`src/rtl/opl3_host_if.sv`:
```
// opl3_host_if - host-side front end of the OPL3 core.
//
// Decodes CPU I/O writes at base+0..3 into a latched register address/bank
// and register-data writes, queues the writes in a small FIFO, and hands
// them one at a time to the register file via valid/ready.  A programmable
// gap is enforced between accepted transfers.  Status reads return the
// timer flags.
//
// Ports:
//   clk                clock
//   ic_n               synchronous active-low reset
//   host_address[1:0]  port offset: 0/2 address (bank0/bank1), 1/3 data
//   host_wr, host_rd   single-cycle write / read strobes
//   host_din[7:0]      write data
//   host_dout[7:0]     registered read data
//   irq_n, ft1, ft2    timer IRQ (active low) and timer flags
//   opl3_reg_wr        {valid, bank_num, address, data} to the register file
//   opl3_reg_wr_ready  downstream accept
//   fifo_overflow      sticky: a data write was dropped

package opl3_host_if_pkg;
  typedef struct packed {
    logic       valid;
    logic       bank_num;
    logic [7:0] address;
    logic [7:0] data;
  } opl3_reg_wr_t;
endpackage

module opl3_host_if
  import opl3_host_if_pkg::*;
#(
  parameter int FIFO_DEPTH = 4,
  parameter int MIN_GAP    = 2
) (
  input  logic         clk,
  input  logic         ic_n,
  input  logic [1:0]   host_address,
  input  logic         host_wr,
  input  logic         host_rd,
  input  logic [7:0]   host_din,
  output logic [7:0]   host_dout,
  input  logic         irq_n,
  input  logic         ft1,
  input  logic         ft2,
  output opl3_reg_wr_t opl3_reg_wr,
  input  logic         opl3_reg_wr_ready,
  output logic         fifo_overflow
);

  localparam int PW = $clog2(FIFO_DEPTH);
  localparam int GW = (MIN_GAP < 1) ? 1 : $clog2(MIN_GAP + 1);
  localparam logic [PW:0]   PTR_ONE  = (PW + 1)'(1);
  localparam logic [GW-1:0] GAP_ONE  = GW'(1);
  localparam logic [GW-1:0] GAP_LOAD = GW'(MIN_GAP);

  // entry layout: {bank, address, data}
  logic [16:0]   mem [FIFO_DEPTH];
  logic [PW:0]   wr_ptr;
  logic [PW:0]   rd_ptr;
  logic [GW-1:0] gap_cnt;
  logic [7:0]    addr_q;
  logic          bank_q;

  logic empty;
  logic full;
  logic valid;
  logic pop;
  logic push_req;
  logic push;
  logic [16:0] head;

  assign empty    = (wr_ptr == rd_ptr);
  assign full     = (wr_ptr[PW] != rd_ptr[PW]) &&
                    (wr_ptr[PW-1:0] == rd_ptr[PW-1:0]);
  assign valid    = !empty && (gap_cnt == '0);
  assign pop      = valid && opl3_reg_wr_ready;
  assign push_req = host_wr && host_address[0];
  // a full FIFO still takes the write when the head leaves in the same cycle
  assign push     = push_req && (!full || pop);
  assign head     = mem[rd_ptr[PW-1:0]];

  assign opl3_reg_wr.valid    = valid;
  assign opl3_reg_wr.bank_num = head[16];
  assign opl3_reg_wr.address  = head[15:8];
  assign opl3_reg_wr.data     = head[7:0];

  always_ff @(posedge clk) begin
    if (push) begin
      mem[wr_ptr[PW-1:0]] <= {bank_q, addr_q, host_din};
    end
  end

  always_ff @(posedge clk) begin
    if (!ic_n) begin
      wr_ptr        <= '0;
      rd_ptr        <= '0;
      gap_cnt       <= '0;
      addr_q        <= 8'h00;
      bank_q        <= 1'b0;
      host_dout     <= 8'h00;
      fifo_overflow <= 1'b0;
    end else begin
      if (host_wr && !host_address[0]) begin
        addr_q <= host_din;
        bank_q <= host_address[1];
      end

      if (push) begin
        wr_ptr <= wr_ptr + PTR_ONE;
      end else if (push_req) begin
        fifo_overflow <= 1'b1;
      end

      if (pop) begin
        rd_ptr  <= rd_ptr + PTR_ONE;
        gap_cnt <= GAP_LOAD;
      end else if (gap_cnt != '0) begin
        gap_cnt <= gap_cnt - GAP_ONE;
      end

      if (host_rd) begin
        host_dout <= (host_address == 2'd0) ? {~irq_n, ft1, ft2, 5'b00000} : 8'hFF;
      end
    end
  end

endmodule

```
`config.mk`:
```
export PLATFORM = sky130hd
export DESIGN_NAME = opl3_host_if
export DESIGN_NICKNAME = d
export VERILOG_FILES = /design/src/rtl/opl3_host_if.sv
export SDC_FILE = /design/constraint.sdc
export NUM_CORES = 1
export LEC_CHECK = 0
export ABC_CLOCK_PERIOD_IN_PS = 2700
export BUFFER_PORTS_ARGS = -buffer_cell sky130_fd_sc_hd__buf_4
export CORE_MARGIN = 3
export CORE_UTILIZATION = 40
export CTS_CLUSTER_SIZE = 28
export DETAILED_ROUTE_END_ITERATION = 6
export PLACE_DENSITY = 0.56
export SETUP_SLACK_MARGIN = 0.1
export SLEW_MARGIN = 20
export SYNTH_ARGS = -nofsm -noshare
export SYNTH_HDL_FRONTEND = slang
export SYNTH_SLANG_ARGS = --single-unit
```
`constraint.sdc`:
```
create_clock -name clk -period 2.7 [get_ports clk]
set_input_delay 0.54 -clock clk [delete_from_list [all_inputs] [get_ports clk]]
set_output_delay 0.54 -clock clk [all_outputs]
set_load 0.05 [all_outputs]
```
== Yosys cells after proc, flatten, opt, wreduce, memory -nomap -nowiden ==
Memories as Yosys holds them, arrays and structs flattened. A register that Yosys moved wholly into a read port is not among the register bits.
Cells that the tools add are included.

* Output and inout bits: 27
* Flip-flop bits (word level): 26
* Memories kept: 1
* RAM bits: 68
* Input bits: 18

{| class="wikitable"
|+ Memory list
! memory !! words !! width !! read ports !! clocked after memory_dff !! wr ports !! RTL line !! source
|-
| mem || 4 || 17 || 1 || 1 || 1 || 58 || <nowiki>logic [16:0] mem [FIFO_DEPTH];</nowiki>
|}

* Multiplexer cells: 7
* Add/sub/neg operators: 3
* Equal/unequal tests: 3
* Reduce and logical (&&, ||, !) cells: 16
* Bitwise logic cells: 3

{| class="wikitable"
|+ Operators with widths
! kind !! number
|-
| $mux W2 || 4
|-
| $mux W8 || 1
|-
| $add A3 B1 Y3 const B || 2
|-
| $logic_and A1 B1 Y1 || 6
|-
| $logic_not A2 Y1 || 2
|-
| $reduce_bool A2 Y1 || 2
|-
| $eq A3 B3 Y1 || 1
|-
| $logic_not A1 Y1 || 3
|-
| $not A1 Y1 || 3
|-
| $eq A2 B2 Y1 || 1
|-
| $mux W1 || 2
|-
| $reduce_and A2 Y1 || 1
|-
| $reduce_or A2 Y1 || 1
|-
| $sub A2 B1 Y2 const B || 1
|-
| $logic_or A1 B1 Y1 || 1
|-
| $ne A1 B1 Y1 || 1
|}

== Longest topological paths before layout ==
Gate-level depths: netlist of run 1.

* Depth after elaboration: 8
* Gate-level depth with buffers: 5

== Least setup slack after synthesis of run 1 ==
Ideal clock, no wire load.

* Path type: reg-to-output
* From: register (tool-made name)
* To: output opl3_reg_wr[0] (netlist bit)
* Arrival: 1.532 ns
* Cell stages (with the launch flop): 4
* Setup slack: 0.628 ns
* Data required time: 2.160 ns
* Path through: dfxtp_1 -> buf_2 -> buf_2 -> mux4_2

{| class="wikitable"
|+ RTL lines
! what !! RTL line !! source
|-
| end: declaration || 46 || <nowiki>output opl3_reg_wr_t opl3_reg_wr,</nowiki>
|}

==> results.py, run 1 <==
metrics = {
    "outcome": {
        "result_of_the_run": "complete, no violations",
    },
    "layout": {
        "finish.instance_area_mm2": 0.004229,
        "final_nets": 274,
        "layoutNonFillerInstCount": 361,
        "n_fill_cell": 738,
        "count_of_inserted_antenna_diode_cells": 0,
        "flow.area_growth_from_synthesis_pct": 19.60,
        "postLayoutCoreUtil_pct": 50.46,
        "drive_gt1_share_pct": 33.59,
    },
    "power": {
        "worst_ir_drop_vdd_v": 0.0003296,
        "power.density_mw_per_mm2": 804.7,
        "power.total_mw": 3.403,
        "static-leakage-power_nw": 1.486,
    },
    "logic_synthesis": {
        "synth_top_cell_by_area": "edfxtp_1",
        "syn-cell-area_mm2": 0.003536,
        "synth_cells": 207,
        "synth_flop_cell": "edfxtp_1",
        "synthDistinctLibCells": 32,
        "seq_area_frac_synth_pct": 71.34,
        "synth-async-reset-ratio_pct": 0,
        "synth_enable_flop_cells": 68,
        "syn-num-nets": 230,
        "netlist_top_cells_count": "edfxtp_1, nand2_1, dfxtp_1",
        "leading_cell_types_by_total_area_after_synthesis": "edfxtp_1, dfxtp_1, mux4_2, nand2_1, a21boi_0",
        "synth.avg_cell_area_um2": 17.08,
        "yosys_register_bits": 92,
        "synth-warning-count": 0,
        "synth_top_area_share_pct": 57.75,
        "yosys.cell_count.top_type": "edfxtp_1",
    },
    "cts": {
        "post_cts.resized_instances": 0,
        "deepest_level_of_the_cts_h_tree": 3,
        "cts_buffer_count": 9,
        "ctsRootBufferMaster": "clkbuf_8",
        "cts_setup_buffers": 0,
        "cts_buffer_depth": 2,
        "clkSinkCount": 92,
        "clkTransAtPathRegs_ns": 0.09,
        "worst_skew_pair.late_latency_ns": 0.34,
        "cts.hold.buffers_added": 0,
        "cts_tree": "yes",
    },
    "drt": {
        "highest_layer": "met4",
        "wl_met3_um": 267,
        "antenna_violating_nets_post_route": 0,
        "wl_met1_mm": 2.743,
        "initialDrtViolationCount": 32,
        "remaining_drc_errors": 0,
        "aggregate_routed_wire_length_mm": 6.181,
        "drt_pass1_iterations": 4,
        "detail_route.wl_per_cell_um": 17.12,
        "routed-via-count": 1823,
        "route.detailed.vias_per_inst": 5.050,
        "met2_wirelength_mm": 3.070,
    },
    "global_routing": {
        "grt_antenna_before_repair": 0,
        "number_of_global_route_vias_before_repair": 1847,
        "globalRouteTotalUtil_pct": 13.22,
        "grt_pass1_wl_mm": 9.832,
        "grt_start_max_net_pins": 27,
        "grt_overflow_total": 0,
    },
    "timing": {
        "finalHoldViolCount": 0,
        "finClkSkew_ns": 0.003627,
        "final.setup.tns_ns": 0,
        "highest_achievable_clock_rate_mhz": 430.5,
        "timing.final.crit_period_ns": 2.323,
        "slew-limit-headroom_pct": 50.15,
        "worst_slew_pin_slew_ns": 0.7462,
        "setup-violations-final": 0,
        "final_worst_setup_slack_ns": 0.3773,
        "hold_slack_ns": 0.3791,
        "final_max_slew_viol_count": 0,
        "rsz0062_at_grt": "no",
        "post-route-period-util_pct": 86.02,
    },
    "place": {
        "detailed_place_hpwl_mm": 4.014,
        "port_buffers": 44,
        "place_ws_ns": 0.4268,
        "place_area_mm2": 0.003943,
        "place_congestion": 0.7183,
        "placed_cells_incl_taps": 345,
    },
    "die": {
        "die-area_mm2": 0.01000,
        "initial_core_utilization_pct": 42.19,
        "die-height_um": 100.0,
        "core_area_mm2": 0.008382,
        "placement_rows": 33,
        "chip_width_um": 100.0,
        "io-pin-count": 45,
    },
    "flow_run": {
        "timing.max_cap.violations": 0,
    },
    "setup_path": {
        "r2r_slack_ns": 0.71,
        "required_ns": 2.16,
        "cp_data_arrival_time_ns": 1.78,
        "critical_path_class": "reg -> out",
        "critical_path_peak_fanout": 17,
        "cp-end-kind": "output pin",
        "crit_path_start_kind": "register",
    },
    "worst_hold_path": {
        "timing.hold.worst.class": "in -> reg",
    },
}
==> worst max-delay path, stage by stage (launching register included) <==
cell and delay [ns]:
dfxtp_1 0.31, buf_4 0.32, mux4_2 0.57, buf_4 0.21
==> layout by cell type, fill, tap and decap left out, types with 3 or more instances in the layout <==
cell type | synthesis | layout
ha_1 | 5 | 5
edfxtp_1 | 68 | 68
a21boi_0 | 10 | 10
nand2_1 | 25 | 25
a21oi_1 | 3 | 3
and2_2 | 4 | 4
bufinv_16 | 0 | 5
and2_1 | 3 | 3
dfxtp_1 | 24 | 24
o21ai_0 | 5 | 5
xnor2_1 | 4 | 4
mux4_2 | 17 | 17
clkbuf_8 | 0 | 9
nor3_1 | 4 | 4
buf_4 | 5 | 46
==> per-layer routing <==
metal	track usage, %	vias to the layer above
li1	-	868
met1	17.32	905
met2	21.24	40
met3	3.127	10
met4	5.596	0
met5	0	-
==> report_power, final <==
group | total [mW] | internal (mW) | switching [mW]
Combinational | 0.549 | 0.200 | 0.350
Sequential | 1.59 | 1.56 | 0.0284
Clock | 1.27 | 0.806 | 0.461
==> state kept, by name, summed over array words and instances (netlist names), named ones only <==
signal / cells
mem: 68
fifo_overflow: 1
host_dout: 4
wr_ptr: 3
bank_q: 1
rd_ptr: 3
addr_q: 8
gap_cnt: 2
==> kinds of logic after synthesis <==
group	count (synthesis)	share of synthesized area (%)
buffers and inverters	15	2.194
adder cells (fa/ha/maj)	5	1.769
AO/OA/AOI/OAI	25	5.661
AND/OR/NAND/NOR	47	6.724
XOR/XNOR	6	1.486
flip-flops	92	71.34
multiplexers	17	10.83
==> area by class of cell <==
type | instances | area, um2 | share of cell area [%]
well taps | 105 | 131.4 | 3.107
clock buffers | 10 | 127.6 | 3.018
flip-flops and latches | 92 | 2522 | 59.64
inverters | 2 | 7.507 | 0.1775
repair buffers | 46 | 345.3 | 8.166
multi-input cells | 100 | 935.9 | 22.13
clock inverters | 6 | 158.9 | 3.757
==> path summary, 6_finish.rpt <==
kind / from / end / depth (start not counted)
max: register / opl3_reg_wr[13] / 3
max reg2reg: gap_cnt[1] / mem[3][4] / 3
min reg2reg: fifo_overflow / fifo_overflow / 1
min: irq_n / host_dout[7] / 2
(Power assumes the default switching activity.)
==> run 2: changes to the inputs <==
--- a/config.mk
+++ b/config.mk
@@ -5,10 +5,12 @@
 export SDC_FILE = /design/constraint.sdc
 export NUM_CORES = 1
 export LEC_CHECK = 0
+export ABC_AREA = 1
 export ABC_CLOCK_PERIOD_IN_PS = 2700
 export BUFFER_PORTS_ARGS = -buffer_cell sky130_fd_sc_hd__buf_4
 export CORE_MARGIN = 3
 export CORE_UTILIZATION = 40
+export CTS_BUF_LIST = sky130_fd_sc_hd__clkbuf_4 sky130_fd_sc_hd__clkbuf_8 sky130_fd_sc_hd__clkbuf_16
 export CTS_CLUSTER_SIZE = 28
 export DETAILED_ROUTE_END_ITERATION = 6
 export PLACE_DENSITY = 0.56
==> run 2 against run 1 <==
  * Critical endpoint is now opl3_reg_wr[5]
  * Non-clock buffer count grew 8
  * Clock power fell by 28%
  * Critical path type unchanged
  * First-iteration DRC count rose to 3.1 times the previous value
  * Highest routed layer unchanged
  * Sequential power about the same
  * Fmax is 8.2% higher
  * Worst hold slack improved by 0.028 ns
  * Largest cell class unchanged
  * Sequential share of layout area barely moved
  * Routed wire length grew 14%
  * Die area grew 1.0%
==> results.py, run 2 <==
metrics = {
    "power": {
        "sequential_cell_fraction_of_total_power_pct": 48.2,
        "switching_share_pct": 32.02,
        "p_clk_share_pct": 27.3,
        "static-leakage-power_nw": 1.635,
        "power.total_mw": 3.328,
        "pwr-share-comb_pct": 24.5,
        "p_int_mw": 2.262,
        "switching_power_mw": 1.066,
        "worst_ir_drop_vdd_v": 0.0003345,
        "power.density_mw_per_mm2": 786.6,
    },
    "die": {
        "placement_rows": 33,
        "die-height_um": 100.5,
        "initial_core_utilization_pct": 42.23,
        "die-area_mm2": 0.01011,
        "core_area_mm2": 0.008464,
        "chip_width_um": 100.5,
        "io-pin-count": 45,
    },
    "global_routing": {
        "number_of_global_route_vias_before_repair": 2256,
        "globalRouteTotalUtil_pct": 14.71,
        "grt_antenna_before_repair": 0,
        "grt_overflow_total": 0,
        "grt_pass1_wl_mm": 11.25,
        "grt_start_max_net_pins": 35,
    },
    "logic_synthesis": {
        "netlist_top_cells_count": "edfxtp_1, nor2_1, o21ai_0",
        "yosys_register_bits": 92,
        "synth_enable_flop_cells": 68,
        "synth_flop_cell": "edfxtp_1",
        "leading_cell_types_by_total_area_after_synthesis": "edfxtp_1, dfxtp_1, nor2_1, o21ai_0, o22ai_1",
        "syn-num-nets": 332,
        "seq_area_frac_synth_pct": 70.56,
        "synth-warning-count": 0,
        "syn-cell-area_mm2": 0.003575,
        "synth_cells": 309,
        "yosys.cell_count.top_type": "edfxtp_1",
        "synth-async-reset-ratio_pct": 0,
        "synth.avg_cell_area_um2": 11.57,
        "synthDistinctLibCells": 27,
        "synth_top_area_share_pct": 57.12,
        "synth_top_cell_by_area": "edfxtp_1",
    },
    "cts": {
        "worst_skew_pair.late_latency_ns": 0.34,
        "clkTransAtPathRegs_ns": 0.08,
        "clkSinkCount": 92,
        "ctsRootBufferMaster": "clkbuf_8",
        "post_cts.resized_instances": 0,
        "cts.hold.buffers_added": 0,
        "cts_tree": "yes",
        "cts_setup_buffers": 0,
        "cts_buffer_count": 9,
        "cts_buffer_depth": 2,
        "deepest_level_of_the_cts_h_tree": 3,
    },
    "drt": {
        "route.detailed.vias_per_inst": 4.996,
        "routed-via-count": 2338,
        "antenna_violating_nets_post_route": 0,
        "drt_pass1_iterations": 4,
        "aggregate_routed_wire_length_mm": 7.055,
        "remaining_drc_errors": 0,
        "initialDrtViolationCount": 98,
        "detail_route.wl_per_cell_um": 15.07,
    },
    "timing": {
        "final_max_slew_viol_count": 0,
        "rsz0062_at_grt": "no",
        "final.setup.tns_ns": 0,
        "worst_slew_pin_slew_ns": 0.4837,
        "finClkSkew_ns": 0.003896,
        "setup-violations-final": 0,
        "timing.final.crit_period_ns": 2.148,
        "slew-limit-headroom_pct": 67.72,
        "finalHoldViolCount": 0,
        "highest_achievable_clock_rate_mhz": 465.6,
        "post-route-period-util_pct": 79.54,
    },
    "setup_path": {
        "critical_path_peak_fanout": 17,
        "worst_path_largest_cell_delay_ns": 0.36,
        "required_ns": 2.16,
        "crit_path_start_kind": "register",
        "crit_path_cell_trace": "inv_1, o21ai_0, o22ai_1, buf_4",
        "critPathSlowestCell": "inv_1",
        "cp_data_arrival_time_ns": 1.61,
        "critical_path_class": "reg -> out",
        "cp-end-kind": "output pin",
    },
    "layout": {
        "final_nets": 381,
        "count_of_inserted_antenna_diode_cells": 0,
        "flow.area_growth_from_synthesis_pct": 18.34,
        "largest_register_ffs": 68,
        "drive_gt1_share_pct": 20.94,
        "final_common_cell": "edfxtp_1",
        "layout_common_cells": "edfxtp_1, nor2_1, buf_4",
    },
    "place": {
        "place_congestion": 0.7182,
        "detailed_place_hpwl_mm": 4.559,
        "port_buffers": 44,
    },
    "outcome": {
        "result_of_the_run": "complete, no violations",
    },
    "flow_run": {
        "timing.max_cap.violations": 0,
    },
    "worst_hold_path": {
        "timing.hold.worst.class": "in -> reg",
    },
}
-- run 2: layout make-up --
class / count / area, um2
Timing Repair Buffer: 54 / 405.4
Fill cell: 762 / 4234
Tap cell: 105 / 131.4
Inverter: 26 / 97.59
Sequential cell: 92 / 2522
Clock buffer: 11 / 145.1
Multi-Input combinational cell: 175 / 875.8
Clock inverter: 5 / 52.55
-- run 2: per-stage QoR --
step	util (%)	hold slack [ns]	worst slack, ns	cells	instance area [um2]
after detailed placement	47.64	0.4119	0.8094	452	4033
after CTS	49.98	0.3920	0.5085	468	4230
after global placement	47.64	0.3995	0.8044	452	4033
after global routing	49.98	0.3904	0.3747	468	4230
after floorplan	-	0.3911	0.4630	309	3575
final	49.98	0.4071	0.5524	468	4230
-- run 2: power by group through the flow --
stage | Clock [mW] | Combinational (mW) | Sequential, mW
3_3_place_gp | 0 | 0.823 | 1.63
6_report | 0.909 | 0.816 | 1.60
2_1_floorplan | 0 | 0.567 | 1.65
5_1_grt | 0.987 | 0.882 | 1.61
3_5_place_dp | 0 | 0.827 | 1.64
4_1_cts | 0.932 | 0.828 | 1.60
-- run 2: cell families (layout without fill, tap and decap cells) --
| family | Yosys count | after routing | share of synthesized area, % |
|---|---|---|---|
| DFF | 92 | 92 | 70.56 |
| buffers and inverters | 42 | 96 | 4.935 |
| AOI/OAI and AO/OA | 74 | 74 | 11.66 |
| adders and majority gates | 5 | 5 | 1.750 |
| xor gates and xnor gates | 2 | 2 | 0.7002 |
| and+or+nand+nor | 94 | 94 | 10.40 |
-- run 2: final timing paths --
kind	start	cells past startpoint	slack, ns	to
worst max-delay path	register	4	0.55	opl3_reg_wr[5]
worst min-delay path	host_din[0]	1	0.41	mem[3][0]
worst max register to register	wr_ptr[0]	8	0.96	mem[0][15]
worst min register to register	gap_cnt[0]	1	0.42	gap_cnt[0]
-- run 2: layer usage --
layer / global-route usage [%] / vias up / part of all wire [%]
met3: 3.322 / 7 / 4.7
met4: 5.285 / 0 / 1.2
li1: - / 1173 / -
met1: 18.66 / 1107 / 45
met5: 0 / - / 0
met2: 24.77 / 51 / 49
-- run 2: critical path, delay by kind of cell (launching register included) --
kind	cells	cell delay, ns
compound gates	2	0.36
buf+inv	2	0.59
flops	1	0.32
==> run 3: changes to the inputs <==
--- a/config.mk
+++ b/config.mk
@@ -6,14 +6,14 @@
 export NUM_CORES = 1
 export LEC_CHECK = 0
 export ABC_AREA = 1
-export ABC_CLOCK_PERIOD_IN_PS = 2700
+export ABC_CLOCK_PERIOD_IN_PS = 1900
 export BUFFER_PORTS_ARGS = -buffer_cell sky130_fd_sc_hd__buf_4
 export CORE_MARGIN = 3
 export CORE_UTILIZATION = 40
 export CTS_BUF_LIST = sky130_fd_sc_hd__clkbuf_4 sky130_fd_sc_hd__clkbuf_8 sky130_fd_sc_hd__clkbuf_16
 export CTS_CLUSTER_SIZE = 28
 export DETAILED_ROUTE_END_ITERATION = 6
-export PLACE_DENSITY = 0.56
+export PLACE_DENSITY = 0.58
 export SETUP_SLACK_MARGIN = 0.1
 export SLEW_MARGIN = 20
 export SYNTH_ARGS = -nofsm -noshare
==> constraint.sdc (replaced) <==
create_clock -name clk -period 1.9 [get_ports clk]
set_input_delay 0.38 -clock clk [delete_from_list [all_inputs] [get_ports clk]]
set_output_delay 0.38 -clock clk [all_outputs]
set_load 0.05 [all_outputs]
==> run 3 against run 2 <==
  * Worst setup slack worse by 0.44 ns
  * Final area grew 8.8%
  * Clock skew grew 0.0069 ns
  * Register-to-register slack worse by 0.71 ns
  * Highest routed layer unchanged
==> results.py, run 3 (synthesis gave the netlist of run 2 again) <==
metrics = {
    "layout": {
        "count_of_inserted_antenna_diode_cells": 0,
        "final_nets": 390,
        "final_common_cell": "edfxtp_1",
        "drive_gt1_share_pct": 34.14,
        "finish.instance_area_mm2": 0.004602,
        "postLayoutCoreUtil_pct": 54.37,
        "flow.area_growth_from_synthesis_pct": 28.74,
        "layout_common_cells": "edfxtp_1, nor2_1, buf_4",
        "largest_register_ffs": 68,
    },
    "timing": {
        "final_max_slew_viol_count": 0,
        "finClkSkew_ns": 0.01075,
        "highest_achievable_clock_rate_mhz": 558.6,
        "setup-violations-final": 0,
        "slew-limit-headroom_pct": 75.81,
        "post-route-period-util_pct": 94.22,
        "rsz0062_at_grt": "yes",
        "worst_slew_pin_slew_ns": 0.3618,
        "final.setup.tns_ns": 0,
        "finalHoldViolCount": 0,
        "final_worst_setup_slack_ns": 0.1099,
        "timing.final.crit_period_ns": 1.790,
    },
    "die": {
        "io-pin-count": 45,
        "die-area_mm2": 0.01011,
        "chip_width_um": 100.5,
        "initial_core_utilization_pct": 42.23,
        "core_area_mm2": 0.008464,
        "die-height_um": 100.5,
        "placement_rows": 33,
    },
    "power": {
        "sequential_cell_fraction_of_total_power_pct": 45.5,
        "switching_share_pct": 32.19,
        "pwr-share-comb_pct": 29.3,
        "power.density_mw_per_mm2": 1094,
        "p_clk_share_pct": 25.3,
        "worst_ir_drop_vdd_v": 0.0005960,
        "p_int_mw": 3.415,
        "static-leakage-power_nw": 1.791,
        "switching_power_mw": 1.621,
    },
    "outcome": {
        "result_of_the_run": "complete, no violations",
    },
    "cts": {
        "cts_tree": "yes",
        "worst_skew_pair.late_latency_ns": 0.35,
        "ctsRootBufferMaster": "clkbuf_8",
        "clkTransAtPathRegs_ns": 0.09,
        "cts_buffer_depth": 2,
        "clkSinkCount": 92,
        "cts_buffer_count": 9,
        "deepest_level_of_the_cts_h_tree": 3,
    },
    "place": {
        "place_ws_ns": 0.1840,
        "port_buffers": 44,
        "place_area_mm2": 0.004179,
        "place_congestion": 0.7616,
        "detailed_place_hpwl_mm": 4.699,
    },
    "drt": {
        "aggregate_routed_wire_length_mm": 7.322,
        "antenna_violating_nets_post_route": 0,
        "detail_route.wl_per_cell_um": 15.35,
        "route.detailed.vias_per_inst": 4.952,
        "initialDrtViolationCount": 59,
        "routed-via-count": 2362,
        "drt_pass1_iterations": 4,
        "remaining_drc_errors": 0,
    },
    "global_routing": {
        "globalRouteTotalUtil_pct": 15.70,
        "grt_overflow_total": 0,
        "grt_start_max_net_pins": 21,
        "number_of_global_route_vias_before_repair": 2327,
        "grt_pass1_wl_mm": 11.90,
        "grt_antenna_before_repair": 0,
    },
    "setup_path": {
        "cp-end-kind": "output pin",
        "worst_path_largest_cell_delay_ns": 0.40,
        "cp.buffers_inverters": 3,
        "required_ns": 1.52,
        "crit_path_max_delay_family": "buffers and inverters",
        "crit_path_start_kind": "register",
        "critical_path_peak_fanout": 17,
        "crit_path_cell_trace": "inv_6, buf_16, o21ai_1, o22ai_2, buf_4",
        "critPathSlowestCell": "dfxtp_4",
        "critical_path_class": "reg -> out",
        "cp_data_arrival_time_ns": 1.41,
    },
    "worst_hold_path": {
        "timing.hold.worst.class": "in -> reg",
    },
    "flow_run": {
        "timing.max_cap.violations": 0,
    },
}
-- run 3: final timing paths --
path	end	slack, ns	cells after the start	start
max	opl3_reg_wr[9]	0.11	5	register
min	mem[1][2]	0.25	1	host_din[2]
max reg2reg	mem[0][5]	0.25	9	wr_ptr[0]
min reg2reg	gap_cnt[0]	0.41	1	gap_cnt[0]
-- run 3: layout make-up --
cell class	instances	area (um2)
clock buffer	11	138.9
clock inverter	5	52.55
fill	715	3862
inverter	26	102.6
multi-input combinational	175	1020
sequential	92	2539
tap	105	131.4
timing repair buffer	63	618.1
-- run 3: what timing repair did --
| item | CTS | global route |
|---|---|---|
| setup buffers | 4 | 1 |
| hold buffers | 0 | 0 |
| cloned | 2 | 0 |
| pin swaps | 3 | 4 |
| endpoints found under the setup margin | 18 | 75 |
| gates resized for setup | 41 | 34 |
-- run 3: layer usage --
layer	vias to the layer above	global-route usage, %	part of all wire, %
met3	13	3.045	3.4
met4	0	6.218	1.6
met5	-	0	0
met2	45	24.72	48
li1	1188	-	-
met1	1116	21.52	47
-- run 3: worst register-to-register path: stages, from the launching register on --
cell	delay [ns]
dfxtp_4	0.37
inv_2	0.07
nand2_1	0.05
nand2_1	0.07
nor2_2	0.05
buf_4	0.13
o211ai_2	0.14
nand2_2	0.15
nor2_2	0.13
buf_4	0.20
-- run 3: metrics by stage --
step	hold WS, ns	std cells	power (mW)
floorplan	0.3911	309	3.220
global placement	0.3983	454	3.593
detailed placement	0.4047	454	3.602
CTS	0.2295	476	5.014
global route	0.2280	477	5.244
finish	0.2455	477	5.036
-- run 3: power groups by stage --
stage | registers (mW) | clock network (mW) | logic (mW)
floorplan | 2.34 | 0 | 0.882
global placement | 2.32 | 0 | 1.27
detailed placement | 2.33 | 0 | 1.28
CTS | 2.29 | 1.30 | 1.42
global route | 2.30 | 1.37 | 1.57
finish | 2.29 | 1.27 | 1.47
